[src/rtl/if_pkg.sv]
// rtl/if_pkg.sv - shared types, constants and helpers for the instruction-fetch stage
//
// Contents:
//   PC_STEP        byte distance between sequential instructions
//   fetch_entry_t  default queue entry layout {pc_plus4, instr} for a 32-bit core
//   ptr_w()        pointer width for a queue of a given depth
package if_pkg;

  localparam int PC_STEP = 4;

  typedef struct packed {
    logic [31:0] pc_plus4;
    logic [31:0] instr;
  } fetch_entry_t;

  // A one-entry queue still needs a one-bit pointer to keep the vectors legal.
  function automatic int ptr_w(input int depth);
    return (depth > 1) ? $clog2(depth) : 1;
  endfunction

endpackage

[src/rtl/if_fetch_fifo.sv]
// rtl/if_fetch_fifo.sv - circular prefetch queue with push, pop, flush and occupancy count
//
// Ports:
//   clk, rst    clock, synchronous active-high reset
//   flush       empties the queue; wins over push and pop in the same cycle
//   push        write push_data at the tail
//   push_data   entry to write
//   pop         retire the head entry (ignored when empty)
//   head        entry at the head of the queue
//   count       number of stored entries, 0..DEPTH
module if_fetch_fifo
  import if_pkg::*;
#(
  parameter int  DEPTH   = 4,
  parameter type entry_t = fetch_entry_t
) (
  input  logic                  clk,
  input  logic                  rst,
  input  logic                  flush,
  input  logic                  push,
  input  entry_t                push_data,
  input  logic                  pop,
  output entry_t                head,
  output logic [ptr_w(DEPTH):0] count
);

  localparam int PW = ptr_w(DEPTH);
  localparam int CW = PW + 1;

  entry_t          mem [DEPTH];
  logic [PW-1:0]   wr_ptr;
  logic [PW-1:0]   rd_ptr;
  logic            do_push;
  logic            do_pop;

  assign do_push = push && !flush;
  assign do_pop  = pop && !flush && (count != '0);
  assign head    = mem[rd_ptr];

  // DEPTH is a power of two, so the pointers wrap at DEPTH by plain overflow.
  always_ff @(posedge clk) begin
    if (rst || flush) begin
      wr_ptr <= '0;
      rd_ptr <= '0;
      count  <= '0;
    end else begin
      if (do_push) wr_ptr <= wr_ptr + 1'b1;
      if (do_pop)  rd_ptr <= rd_ptr + 1'b1;
      count <= count + CW'(do_push) - CW'(do_pop);
    end
  end

  // Storage carries no reset; count alone decides which slots are meaningful.
  always_ff @(posedge clk) begin
    if (do_push && !rst) mem[wr_ptr] <= push_data;
  end

endmodule

[src/rtl/if_prefetch_stage.sv]
// rtl/if_prefetch_stage.sv - instruction-fetch stage with a DEPTH-entry prefetch queue
//
// Optional feature macro: IF_PERF_COUNTERS_EN (stall/flush performance counters).
//
// Ports:
//   clk, rst        clock, synchronous active-high reset
//   branch_taken    redirect request from EX; flushes queue and in-flight read
//   branch_addr     redirect target
//   out_ready       ID accepts the head entry
//   imem_req        instruction memory read request this cycle
//   imem_addr       read address (the fetch PC)
//   imem_rdata      read data for the request issued the previous cycle
//   out_valid       head entry valid
//   out_pc          head instruction address + 4
//   out_instr       head instruction
//   perf_stall_cnt  cycles with out_valid && !out_ready (saturating)
//   perf_flush_cnt  branch flushes taken (saturating)
module if_prefetch_stage
  import if_pkg::*;
#(
  parameter int               ADDR_W   = 32,
  parameter int               INSTR_W  = 32,
  parameter int               DEPTH    = 4,
  parameter logic [ADDR_W-1:0] RESET_PC = '0
) (
  input  logic               clk,
  input  logic               rst,
  input  logic               branch_taken,
  input  logic [ADDR_W-1:0]  branch_addr,
  input  logic               out_ready,
  output logic               imem_req,
  output logic [ADDR_W-1:0]  imem_addr,
  input  logic [INSTR_W-1:0] imem_rdata,
  output logic               out_valid,
  output logic [ADDR_W-1:0]  out_pc,
  output logic [INSTR_W-1:0] out_instr,
  output logic [31:0]        perf_stall_cnt,
  output logic [31:0]        perf_flush_cnt
);

  localparam int CW = ptr_w(DEPTH) + 1;

  typedef struct packed {
    logic [ADDR_W-1:0]  pc_plus4;
    logic [INSTR_W-1:0] instr;
  } entry_t;

  logic [ADDR_W-1:0] fetch_pc;
  logic              inflight;
  logic [CW-1:0]     count;
  logic              credit;
  entry_t            head;
  entry_t            push_data;

  // Slots already promised (stored + in flight) must stay below DEPTH; a pop
  // in the same cycle does not free a slot early.
  assign credit    = (count + CW'(inflight)) < CW'(DEPTH);
  assign imem_req  = !rst && !branch_taken && credit;
  assign imem_addr = fetch_pc;

  always_ff @(posedge clk) begin
    if (rst) begin
      fetch_pc <= RESET_PC;
      inflight <= 1'b0;
    end else begin
      if (branch_taken)  fetch_pc <= branch_addr;
      else if (imem_req) fetch_pc <= fetch_pc + ADDR_W'(PC_STEP);
      inflight <= imem_req;
    end
  end

  // fetch_pc was stepped when the in-flight read issued and cannot have moved
  // since (a redirect clears inflight), so it already equals request address + 4.
  assign push_data.pc_plus4 = fetch_pc;
  assign push_data.instr    = imem_rdata;

  if_fetch_fifo #(
    .DEPTH   (DEPTH),
    .entry_t (entry_t)
  ) u_fifo (
    .clk       (clk),
    .rst       (rst),
    .flush     (branch_taken),
    .push      (inflight),
    .push_data (push_data),
    .pop       (out_valid && out_ready),
    .head      (head),
    .count     (count)
  );

  assign out_valid = (count != '0);
  assign out_pc    = out_valid ? head.pc_plus4 : '0;
  assign out_instr = out_valid ? head.instr    : '0;

`ifdef IF_PERF_COUNTERS_EN
  logic [31:0] stall_cnt;
  logic [31:0] flush_cnt;

  always_ff @(posedge clk) begin
    if (rst) begin
      stall_cnt <= '0;
      flush_cnt <= '0;
    end else begin
      if (out_valid && !out_ready && (stall_cnt != '1)) stall_cnt <= stall_cnt + 1'b1;
      if (branch_taken && (flush_cnt != '1))            flush_cnt <= flush_cnt + 1'b1;
    end
  end

  assign perf_stall_cnt = stall_cnt;
  assign perf_flush_cnt = flush_cnt;
`else
  assign perf_stall_cnt = '0;
  assign perf_flush_cnt = '0;
`endif

endmodule
[config.mk]
export PLATFORM = sky130hd
export DESIGN_NAME = if_prefetch_stage
export DESIGN_NICKNAME = d
export VERILOG_FILES = /design/src/rtl/if_pkg.sv /design/src/rtl/if_fetch_fifo.sv /design/src/rtl/if_prefetch_stage.sv
export SDC_FILE = /design/constraint.sdc
export NUM_CORES = 1
export LEC_CHECK = 0
export BUFFER_PORTS_ARGS = -buffer_cell sky130_fd_sc_hd__buf_2
export CORE_MARGIN = 1
export CORE_UTILIZATION = 44
export DETAILED_ROUTE_END_ITERATION = 8
export PLACE_DENSITY = 0.75
export SYNTH_ARGS = -nofsm -noshare
export SYNTH_HDL_FRONTEND = slang
export SYNTH_SLANG_ARGS = --single-unit
[constraint.sdc]
create_clock -name clk -period 7.5 [get_ports clk]
set_input_delay 0.375 -clock clk [delete_from_list [all_inputs] [get_ports clk]]
set_output_delay 0.375 -clock clk [all_outputs]
set_load 0.05 [all_outputs]
==> results by group, run 1 <==
Clock tree
  – Hold buffers post-CTS: 0
  – CTS tree: done
  – Clock transition at path regs: 60 ps
  – Clk Latency, worst-skew pair: about 540 ps
  – Setup Fix Bufs, Post-CTS: 0
  – H-tree lvl count: 1
  – CTS max path bufs: 3
  – Clock sink count: 298
  – CTS Root Buffer Type: clkbuf_16
  – Clock buffer count from CTS: 31
  – Post-CTS sizing: 0

Routing
  – Post-route DRC: 0
  – WL/cell: between 15 and 20 um
  – Vias: around 6600
  – WL final: 25.0 mm
  – Antenna Nets Post-Route: 0
  – DRT iter0 DRCs: 475
  – DR pass1 iterations: 5
  – Vias per cell: 5.08

Global route
  – All-Layer GR Usage: 17.5%
  – Vias in the first global route: 6608
  – Initial antenna violation count: 0
  – GRT Residual Overflow: 0
  – First-pass GRT wire length: approximately 38 mm
  – Pin count of the biggest net entering global routing: 66

Synth
  – Seq/Total Area, Yosys: 68.7%
  – Unique cell type count in the Yosys netlist: 42
  – Post-synth top area cell: edfxtp_1
  – YS warnings: 0
  – Synth top area share: 61.9%
  – Mapped Area: ~0.012 sq mm
  – EDFF count, synth: roughly 260
  – Synth Register Bits: 298
  – Top FF cell, synth: edfxtp_1
  – Async SR Flop Fraction: 0%
  – Synth area leaders: edfxtp_1 62%, mux4_2 12%, dfxtp_1 6.8%
  – Post-Syn Area per Cell: 16.9 sq um
  – Post-Synthesis Cells: 735

Job
  – MaxCap Viol Count: 0

Power and ir drop
  – VDD IR-drop max: 0.152 mV
  – Pwr dens: 252 mW/mm^2
  – Pleak: 5.14 nW
  – Total Power: 3.63 mW

Timing
  – Tmin final: 3400 ps
  – RSZ-0062 raised after global routing: no
  – Setup TNS: 0 ps
  – Relative slew slack: 28.2%
  – Max-slew violations: 0
  – Worst-Margin Slew: approximately 1100 ps
  – Crit share post-route: between 40% and 50%
  – Final setup vio count: 0
  – Final hold vios: 0
  – Fmax: slightly below 300 MHz
  – Min Hold Slack: about 53 ps
  – Setup Skew: roughly 5.7 ps
  – Fin worst setup slack: 4100 ps

Die
  – Starting Density: roughly 45%
  – I/O pin count: 230
  – Die Wd: about 170 um
  – Die area: 0.0289 sq mm
  – Chip Height: 170 um
  – Site Rows: 61
  – Core ar.: 0.0278 sq mm

Layout
  – Fraction of layout cells with a size suffix above 1: 33.0%
  – Antenna cells: 0
  – Layout overhead on the synthesized area: 15.8%
  – Fin nets: 975
  – Cell area after layout: approximately 0.014 sq mm
  – Post-route insts no fill: 1301
  – Util after Layout: between 50% and 60%

Setup path
  – Worst endpoint data arrival time: around 3000 ps
  – CP max FO: 33
  – Critical Path End Type: primary output
  – WP data required: 7120 ps
  – Worst R2R Setup Slack: 5100 ps
  – Startpoint types: register
  – Crit path kind: reg2out

Placement
  – Place WS: 4540 ps
  – RD Place Congestion: 0.732
  – Placed cells: 1244
  – IO Port Bufs: 165
  – Placed cell areas: 0.0134 sq mm
  – Post-DP HPWL: 14.6 mm

Status
  – Outcome: finished, final reports clean

Worst hold path
  – Worst min-delay path category: in2reg
## sequential cells by signal (all words and copies together) (netlist names), named ones only
register	flops
inflight	1
u_fifo.wr_ptr	2
u_fifo.rd_ptr	2
u_fifo.mem	256
u_fifo.count	3
imem_addr	32
## power breakdown
group | internal [mW] | switching, mW | total, mW
Sequential | 1.82 | 0.0338 | 1.86
Clock | 0.889 | 0.611 | 1.50
Combinational | 0.0586 | 0.212 | 0.271
Total | 2.77 | 0.857 | 3.63
## cell type report
cell class | instances | area, sq um
timing repair buffer | 169 | 856
clock inverter | 20 | 185
tap | 378 | 473
multi-input combinational | 388 | 3460
inverter | 11 | 41.3
sequential | 298 | 8540
clock buffer | 37 | 828
fill | 2333 | 13400
## cells in the mapped netlist (6+ instances only)
master      n
buf_2       9
buf_4      64
dfxtp_1    42
xnor2_1    23
a211oi_1   20
ha_1        7
xor2_1     10
clkbuf_1   25
nor4_1      9
nand2_1    17
and3_1     10
inv_1      11
nor2_1     33
edfxtp_1  256
and2_1     71
nor4_2      6
nand4_1     7
nand3_1     8
mux4_2     64
## worst paths after layout
path | startpoint | depth (start not counted) | endpoint
setup / recovery | register | 4 | out_pc[25]
hold / removal | imem_rdata[13] | 1 | u_fifo.mem[0][13]
setup reg to reg | inflight | 5 | imem_addr[12]
hold reg to reg | u_fifo.rd_ptr[0] | 2 | register
## worst max-delay path, cell delays in order, from the launching register on
cell and delay [ps]:
dfxtp_4 820, buf_4 660, mux4_2 580, and2_1 190, buf_2 210
## placed cells by master (no fill, tap or decap), types with 10 or more instances in the layout
master	Yosys	layout
inv_1	11	11
nand2_1	17	17
nor2_1	33	33
xor2_1	10	10
clkbuf_16	0	31
conb_1	1	64
mux4_2	64	64
dfxtp_1	42	40
edfxtp_1	256	256
xnor2_1	23	22
buf_2	9	165
and2_1	71	71
a211oi_1	20	20
## cells by family (layout without fill, tap and decap cells)
kind of cell    Yosys count  in the layout  share of synthesized area [%]
mux                      67             67                           11.9
buf+inv                 112            237                           5.59
simple gates            177            177                           8.40
xor+xnor                 33             33                           2.33
compound gates           39             39                           2.24
fa+ha+maj                 8              8                          0.867
other cells               1             64                         0.0302
flops                   298            298                           68.7
## routing by layer
metal	track usage, %	wire length [um]	share of wire [%]	vias up
li1	-	-	-	3015
met1	23.4	10900	44	3348
met2	29.8	12200	49	216
met3	3.19	1520	6.1	26
met4	3.53	333	1.3	0
met5	0	0	0	-
Power figures use the tool's default switching activity.
==> run 2, diff against run 1 <==
==> constraint.sdc (replaced) <==
create_clock -name clk -period 3.47 [get_ports clk]
set_input_delay 0.1735 -clock clk [delete_from_list [all_inputs] [get_ports clk]]
set_output_delay 0.1735 -clock clk [all_outputs]
set_load 0.05 [all_outputs]
==> run 2 against run 1 <==
Compared with the run above: worst setup slack worse by 3300 ps; hold slack worse by 4.2 ps; sequential share of layout area down 3.1 points.
==> results by group, run 2 (synthesis gave the netlist of run 1 again) <==
Routing
  – Antenna Nets Post-Route: 0 (unchanged)
  – Vias per cell: 5.08 (about the same)
  – Post-route DRC: 0 (unchanged)
  – WL/cell: 19.2 um (-0.11%)
  – Vias: 6950 (+5.2%)
  – DR pass1 iterations: 5 (unchanged)
  – DRT iter0 DRCs: 435 (-8.4%)
  – WL final: 26.3 mm (+5.0%)

Clock tree
  – Clock buffer count from CTS: 30 (-3.2%)
  – Clock transition at path regs: 60 ps (about the same)
  – CTS max path bufs: 3 (unchanged)
  – Clock sink count: 298 (unchanged)
  – H-tree lvl count: 1 (unchanged)
  – CTS tree: done
  – Setup Fix Bufs, Post-CTS: 0 (unchanged)
  – CTS Root Buffer Type: clkbuf_16
  – Clk Latency, worst-skew pair: 540 ps (about the same)

Timing
  – Final hold vios: 0 (unchanged)
  – Relative slew slack: 33.2% (+5.1 points)
  – Setup Skew: 8.87 ps (+3.18 ps)
  – Min Hold Slack: 48.6 ps (-4.23 ps)
  – Setup TNS: 0 ps (unchanged)
  – Worst-Margin Slew: 1000 ps (-76.0 ps)
  – RSZ-0062 raised after global routing: no
  – Tmin final: 2680 ps
  – Max-slew violations: 0 (unchanged)
  – Final setup vio count: 0 (unchanged)
  – Crit share post-route: between 70 and 80%
  – Fin worst setup slack: 787 ps (-3310 ps)
  – Fmax: about 370 MHz

Placement
  – Post-DP HPWL: 15.5 mm (+6.5%)
  – Place WS: 1190 ps (-3350 ps)
  – Placed cells: 1252 (+0.64%)
  – RD Place Congestion: 0.753 (+2.8%)
  – Placed cell areas: 0.0135 sq mm (+0.92%)
  – IO Port Bufs: 165 (unchanged)

Layout
  – Layout overhead on the synthesized area: 22.2%
  – Cell area after layout: 0.0152 sq mm (+5.5%)
  – Util after Layout: 54.6% (+2.8 points)
  – Top reg by flops: u_fifo.mem
  – Antenna cells: 0 (unchanged)
  – Post-route insts no fill: 1368 (+5.1%)
  – Fraction of layout cells with a size suffix above 1: 31.4% (-1.6 points)
  – # fillers: 2227 (-4.5%)
  – Fin nets: 1042 (+6.9%)
  – Number of flip-flops in the largest register: 256 (unchanged)
  – Commonest non-fill, non-tap cell in the layout: edfxtp_1
  – Commonest cells after routing, fill and taps aside: 256 x edfxtp_1, 165 x buf_2, 71 x and2_1

Die
  – Starting Density: 44.7% (unchanged)
  – Site Rows: 61 (unchanged)
  – Die area: 0.0289 sq mm (unchanged)
  – Die Wd: 170 um (unchanged)
  – Core ar.: 0.0278 sq mm (unchanged)
  – I/O pin count: 230 (unchanged)
  – Chip Height: 170 um (unchanged)

Power and ir drop
  – Total Power: 8.12 mW (+120%)
  – Pleak: 5.47 nW (+6.3%)
  – Pwr dens: 535 mW/mm^2 (+110%)
  – VDD IR-drop max: 0.305 mV (+100%)

Global route
  – GRT Residual Overflow: 0 (unchanged)
  – Pin count of the biggest net entering global routing: 66 (unchanged)
  – All-Layer GR Usage: 18.0% (+0.57 points)
  – Initial antenna violation count: 0 (unchanged)
  – Vias in the first global route: 6787 (+2.7%)
  – First-pass GRT wire length: 39.2 mm (+2.9%)

Worst hold path
  – HP Start: branch_taken
  – Worst min-delay path category: in2reg
  – Hold Crit Endpoint: imem_addr[10]
  – Worst hold path cell count: 3 (+2)

Setup path
  – WP data required: 3300 ps (-3820 ps)
  – Crit path kind: reg2out
  – Worst R2R Start: u_fifo.count[1]
  – Critical Path End Type: primary output
  – Worst endpoint data arrival time: 2510 ps (-520 ps)
  – CP max FO: 26 (-21%)
  – Cell depth of the worst flop-to-flop path: 9 (+4)
  – R2r endpoint: u_fifo.count[2]
  – Startpoint types: register
  – Worst R2R Setup Slack: 1180 ps (-3920 ps)

Job
  – MaxCap Viol Count: 0 (unchanged)

Status
  – Outcome: finished, final reports clean
==> run 2: worst max-delay path by stage <==
stage,start,end,depth (start not counted)
final,register,out_instr[20],4
after global routing,register,out_instr[28],4
after CTS,register,out_instr[23],4
after detailed placement,u_fifo.count[1],u_fifo.count[2],9
after global placement,u_fifo.count[1],u_fifo.count[2],9
after floorplan,branch_taken,u_fifo.mem[0][0],3
==> run 2: power by group <==
group	internal (mW)	switching (mW)	leakage, nW
clock	2.15	1.31	0.516
combinational	0.174	0.477	2.27
sequential	3.94	0.0723	2.68
total	6.26	1.86	5.47
==> run 2: layer usage <==
metal  vias to the layer above  wire (um)  global-route usage, %
li1                       3155          -                      -
met1                      3485      11300                   24.4
met2                       271      12900                   30.3
met3                        39       1610                   3.33
met4                         0        491                   3.92
met5                         -          0                      0
==> run 2: critical path, cell delays in order, from the launching register on <==
cell	delay, ps
dfxtp_4	700
buf_12	310
mux4_2	550
and2_1	170
buf_2	210
==> run 2: area by class of cell <==
class                           count  area [sq um]  share of cell area, %
Sequential cell                   298          8540                   56.3
Tap cell                          378           473                   3.12
Clock inverter                     20           285                   1.88
Inverter                           11          41.3                  0.272
Multi-Input combinational cell    388          3460                   22.8
Timing Repair Buffer              237          1580                   10.4
Clock buffer                       36           795                   5.24
==> run 2: repair_timing <==
item / in CTS / in global routing
resized for setup: 0 / 0
hold endpoints to repair: 156 / 0
hold buffers: 60 / 0
==> run 3, diff against run 2 <==
--- a/config.mk
+++ b/config.mk
@@ -9,7 +9,7 @@
 export CORE_MARGIN = 1
 export CORE_UTILIZATION = 44
 export DETAILED_ROUTE_END_ITERATION = 8
-export PLACE_DENSITY = 0.75
+export PLACE_DENSITY = 0.77
 export SYNTH_ARGS = -nofsm -noshare
 export SYNTH_HDL_FRONTEND = slang
 export SYNTH_SLANG_ARGS = --single-unit
==> constraint.sdc (replaced) <==
create_clock -name clk -period 2.2 [get_ports clk]
set_input_delay 0.11 -clock clk [delete_from_list [all_inputs] [get_ports clk]]
set_output_delay 0.11 -clock clk [all_outputs]
set_load 0.05 [all_outputs]
==> run 3 against run 2 <==
Compared with the run above: the run now ends with negative setup slack left; worst setup slack worse by 830 ps; combinational power grew 80%; sequential cell count did not move; largest cell class unchanged; final area is 6.3% higher; largest power group unchanged; clock skew is 2.8 ps higher; utilization grew 3.4 points; sequential power grew 57%; register-to-register slack lost 1100 ps.
==> results by group, run 3 (synthesis gave the netlist of run 1 again) <==
Setup path
  – Slowest stage delay, CP: 540 ps (-160 ps)
  – R2r endpoint: u_fifo.count[1]
  – CP max FO: 8 (-69%)
  – Cell depth of the worst flop-to-flop path: 8 (-1)
  – CP delay by family, top: multiplexers
  – Worst endpoint data arrival time: 2130 ps (-380 ps)
  – Crit path kind: reg2out
  – WP data required: 2090 ps (-1210 ps)
  – Crit path buffers/inverters: 3 (+1)
  – Slowest CP cell: mux4_2
  – Startpoint types: register
  – Worst R2R Setup Slack: 120 ps (-1060 ps)
  – Crit path cell chain: buf_12 > clkbuf_16 > mux4_2 > and2_4 > buf_6
  – Worst R2R Start: u_fifo.count[0]
  – Critical Path End Type: primary output

Routing
  – WL final: 28.1 mm (+6.9%)
  – WL/cell: 19.9 um (+3.8%)
  – Vias per cell: 5.02 (-1.2%)
  – Vias: 7066 (+1.7%)
  – DR pass1 iterations: 5 (unchanged)
  – Post-route DRC: 0 (unchanged)
  – DRT iter0 DRCs: 490 (+13%)
  – Antenna Nets Post-Route: 0 (unchanged)

Die
  – Site Rows: 61 (unchanged)
  – Starting Density: 44.7% (unchanged)
  – Die area: 0.0289 sq mm (unchanged)
  – Core ar.: 0.0278 sq mm (unchanged)
  – Die Wd: 170 um (unchanged)
  – I/O pin count: 230 (unchanged)
  – Chip Height: 170 um (unchanged)

Timing
  – Relative slew slack: 62.9% (+30 points)
  – Max-slew violations: 0 (unchanged)
  – Fin worst setup slack: -39.3 ps (-827 ps)
  – Worst-Margin Slew: 556 ps (-446 ps)
  – Final hold vios: 0 (unchanged)
  – Final setup vio count: 5 (+5)
  – Setup Skew: 11.7 ps (+2.83 ps)
  – Crit share post-route: 102%
  – Fmax: 447 MHz
  – RSZ-0062 raised after global routing: yes
  – Tmin final: around 2200 ps

Worst hold path
  – Worst min-delay path category: in2reg
  – HP Start: rst
  – Hold Crit Endpoint: u_fifo.count[0]
  – Worst hold path cell count: 4 (+1)

Clock tree
  – Clock buffer count from CTS: 31 (+3.3%)
  – H-tree lvl count: 1 (unchanged)
  – CTS Root Buffer Type: clkbuf_16
  – Clock transition at path regs: 60 ps (about the same)
  – Clock sink count: 298 (unchanged)
  – CTS tree: done
  – CTS max path bufs: 3 (unchanged)
  – Clk Latency, worst-skew pair: 550 ps (about the same)

Layout
  – Top reg by flops: u_fifo.mem
  – Antenna cells: 0 (unchanged)
  – Fin nets: 1084 (+4.0%)
  – # fillers: 2101 (-5.7%)
  – Fraction of layout cells with a size suffix above 1: 38.0% (+6.5 points)
  – Cell area after layout: 0.0161 sq mm (+6.3%)
  – Commonest cells after routing, fill and taps aside: 256 x edfxtp_1, 100 x buf_2, 65 x dlygate4sd3_1
  – Commonest non-fill, non-tap cell in the layout: edfxtp_1
  – Layout overhead on the synthesized area: 29.8%
  – Multi-input logic area: 0.00357 sq mm (+3.4%)
  – Register area: 0.00854 sq mm (about the same)
  – Number of flip-flops in the largest register: 256 (unchanged)

Global route
  – Initial antenna violation count: 0 (unchanged)
  – All-Layer GR Usage: 19.1% (+1.1 points)
  – First-pass GRT wire length: 41.5 mm (+5.8%)
  – Pin count of the biggest net entering global routing: 66 (unchanged)
  – Vias in the first global route: 7172 (+5.7%)
  – GRT Residual Overflow: 0 (unchanged)

Placement
  – IO Port Bufs: 165 (unchanged)
  – Post-DP HPWL: 16.6 mm (+6.7%)
  – Placed cell areas: 0.0139 sq mm (+2.7%)
  – RD Place Congestion: 0.803 (+6.7%)

Status
  – Outcome: complete, but fails checks
  – Failing checks: negative setup slack

Power and ir drop
  – Total Power: 12.2 mW (+51%)
  – Pleak: 5.78 nW (+5.7%)
  – Pwr dens: 759 mW/mm^2 (+42%)
  – VDD IR-drop max: 0.511 mV (+67%)

Job
  – MaxCap Viol Count: 0 (unchanged)
-- run 3: how the worst max path moves through the flow --
| stage | to | slack (ps) | depth (start not counted) |
|---|---|---|---|
| after floorplan | imem_addr[22] | 10 | 5 |
| after global placement | u_fifo.count[2] | 50 | 9 |
| after detailed placement | u_fifo.count[2] | 10 | 9 |
| after CTS | out_instr[15] | -50 | 5 |
| final | out_instr[7] | -40 | 5 |
| after global routing | out_instr[7] | -100 | 5 |
-- run 3: power by group --
| group | switching [mW] | leakage, nW | internal, mW |
|---|---|---|---|
| Clock | 2.03 | 0.456 | 2.73 |
| Combinational | 0.800 | 2.64 | 0.369 |
| Sequential | 0.0910 | 2.68 | 6.21 |
| Total | 2.92 | 5.78 | 9.31 |
-- run 3: area by class of cell --
type                    instances  share of cell area (%)
flip-flops and latches        298                    53.0
well taps                     378                    2.93
clock buffers                  38                    5.04
multi-input cells             388                    22.2
inverters                      11                   0.256
repair buffers                278                    15.8
clock inverters                17                   0.776
-- run 3: per-layer routing --
layer  part of all wire, %  vias up  wire length (um)  track usage [%]
li1                      -     3228                 -                -
met1                    40     3540             11100             24.1
met2                    52      261             14600             34.0
met3                   6.4       37              1800             3.60
met4                   1.7        0               478             4.19
met5                     0        -                 0                0
-- run 3: tightest hold or removal path, delay by kind of cell --
family | cells | cell delay [ps]
simple gates | 2 | 200
buf+inv | 2 | 250
-- run 3: metrics by stage --
stage	util [%]	setup WS [ps]	TNS (ps)	hold WS, ps	cells
final	58.0	-39.3	-81.6	59.7	1408
after global routing	58.0	-99.8	-2150	51.7	1408
after CTS	57.5	-51.7	-730	14.5	1406
after detailed placement	49.9	13.7	0	329	1281
after global placement	49.9	49.7	0	323	1281
after floorplan	-	11.1	0	209	798
-- run 3: what timing repair did --
| item | CTS | global route |
|---|---|---|
| buffers inserted | 4 | 0 |
| gates resized for setup | 141 | 41 |
| hold endpoints to repair | 160 | 0 |
| cloned | 1 | 2 |
| pin swaps | 0 | 1 |
| endpoints found under the setup margin | 66 | 62 |
| hold buffers | 65 | 0 |
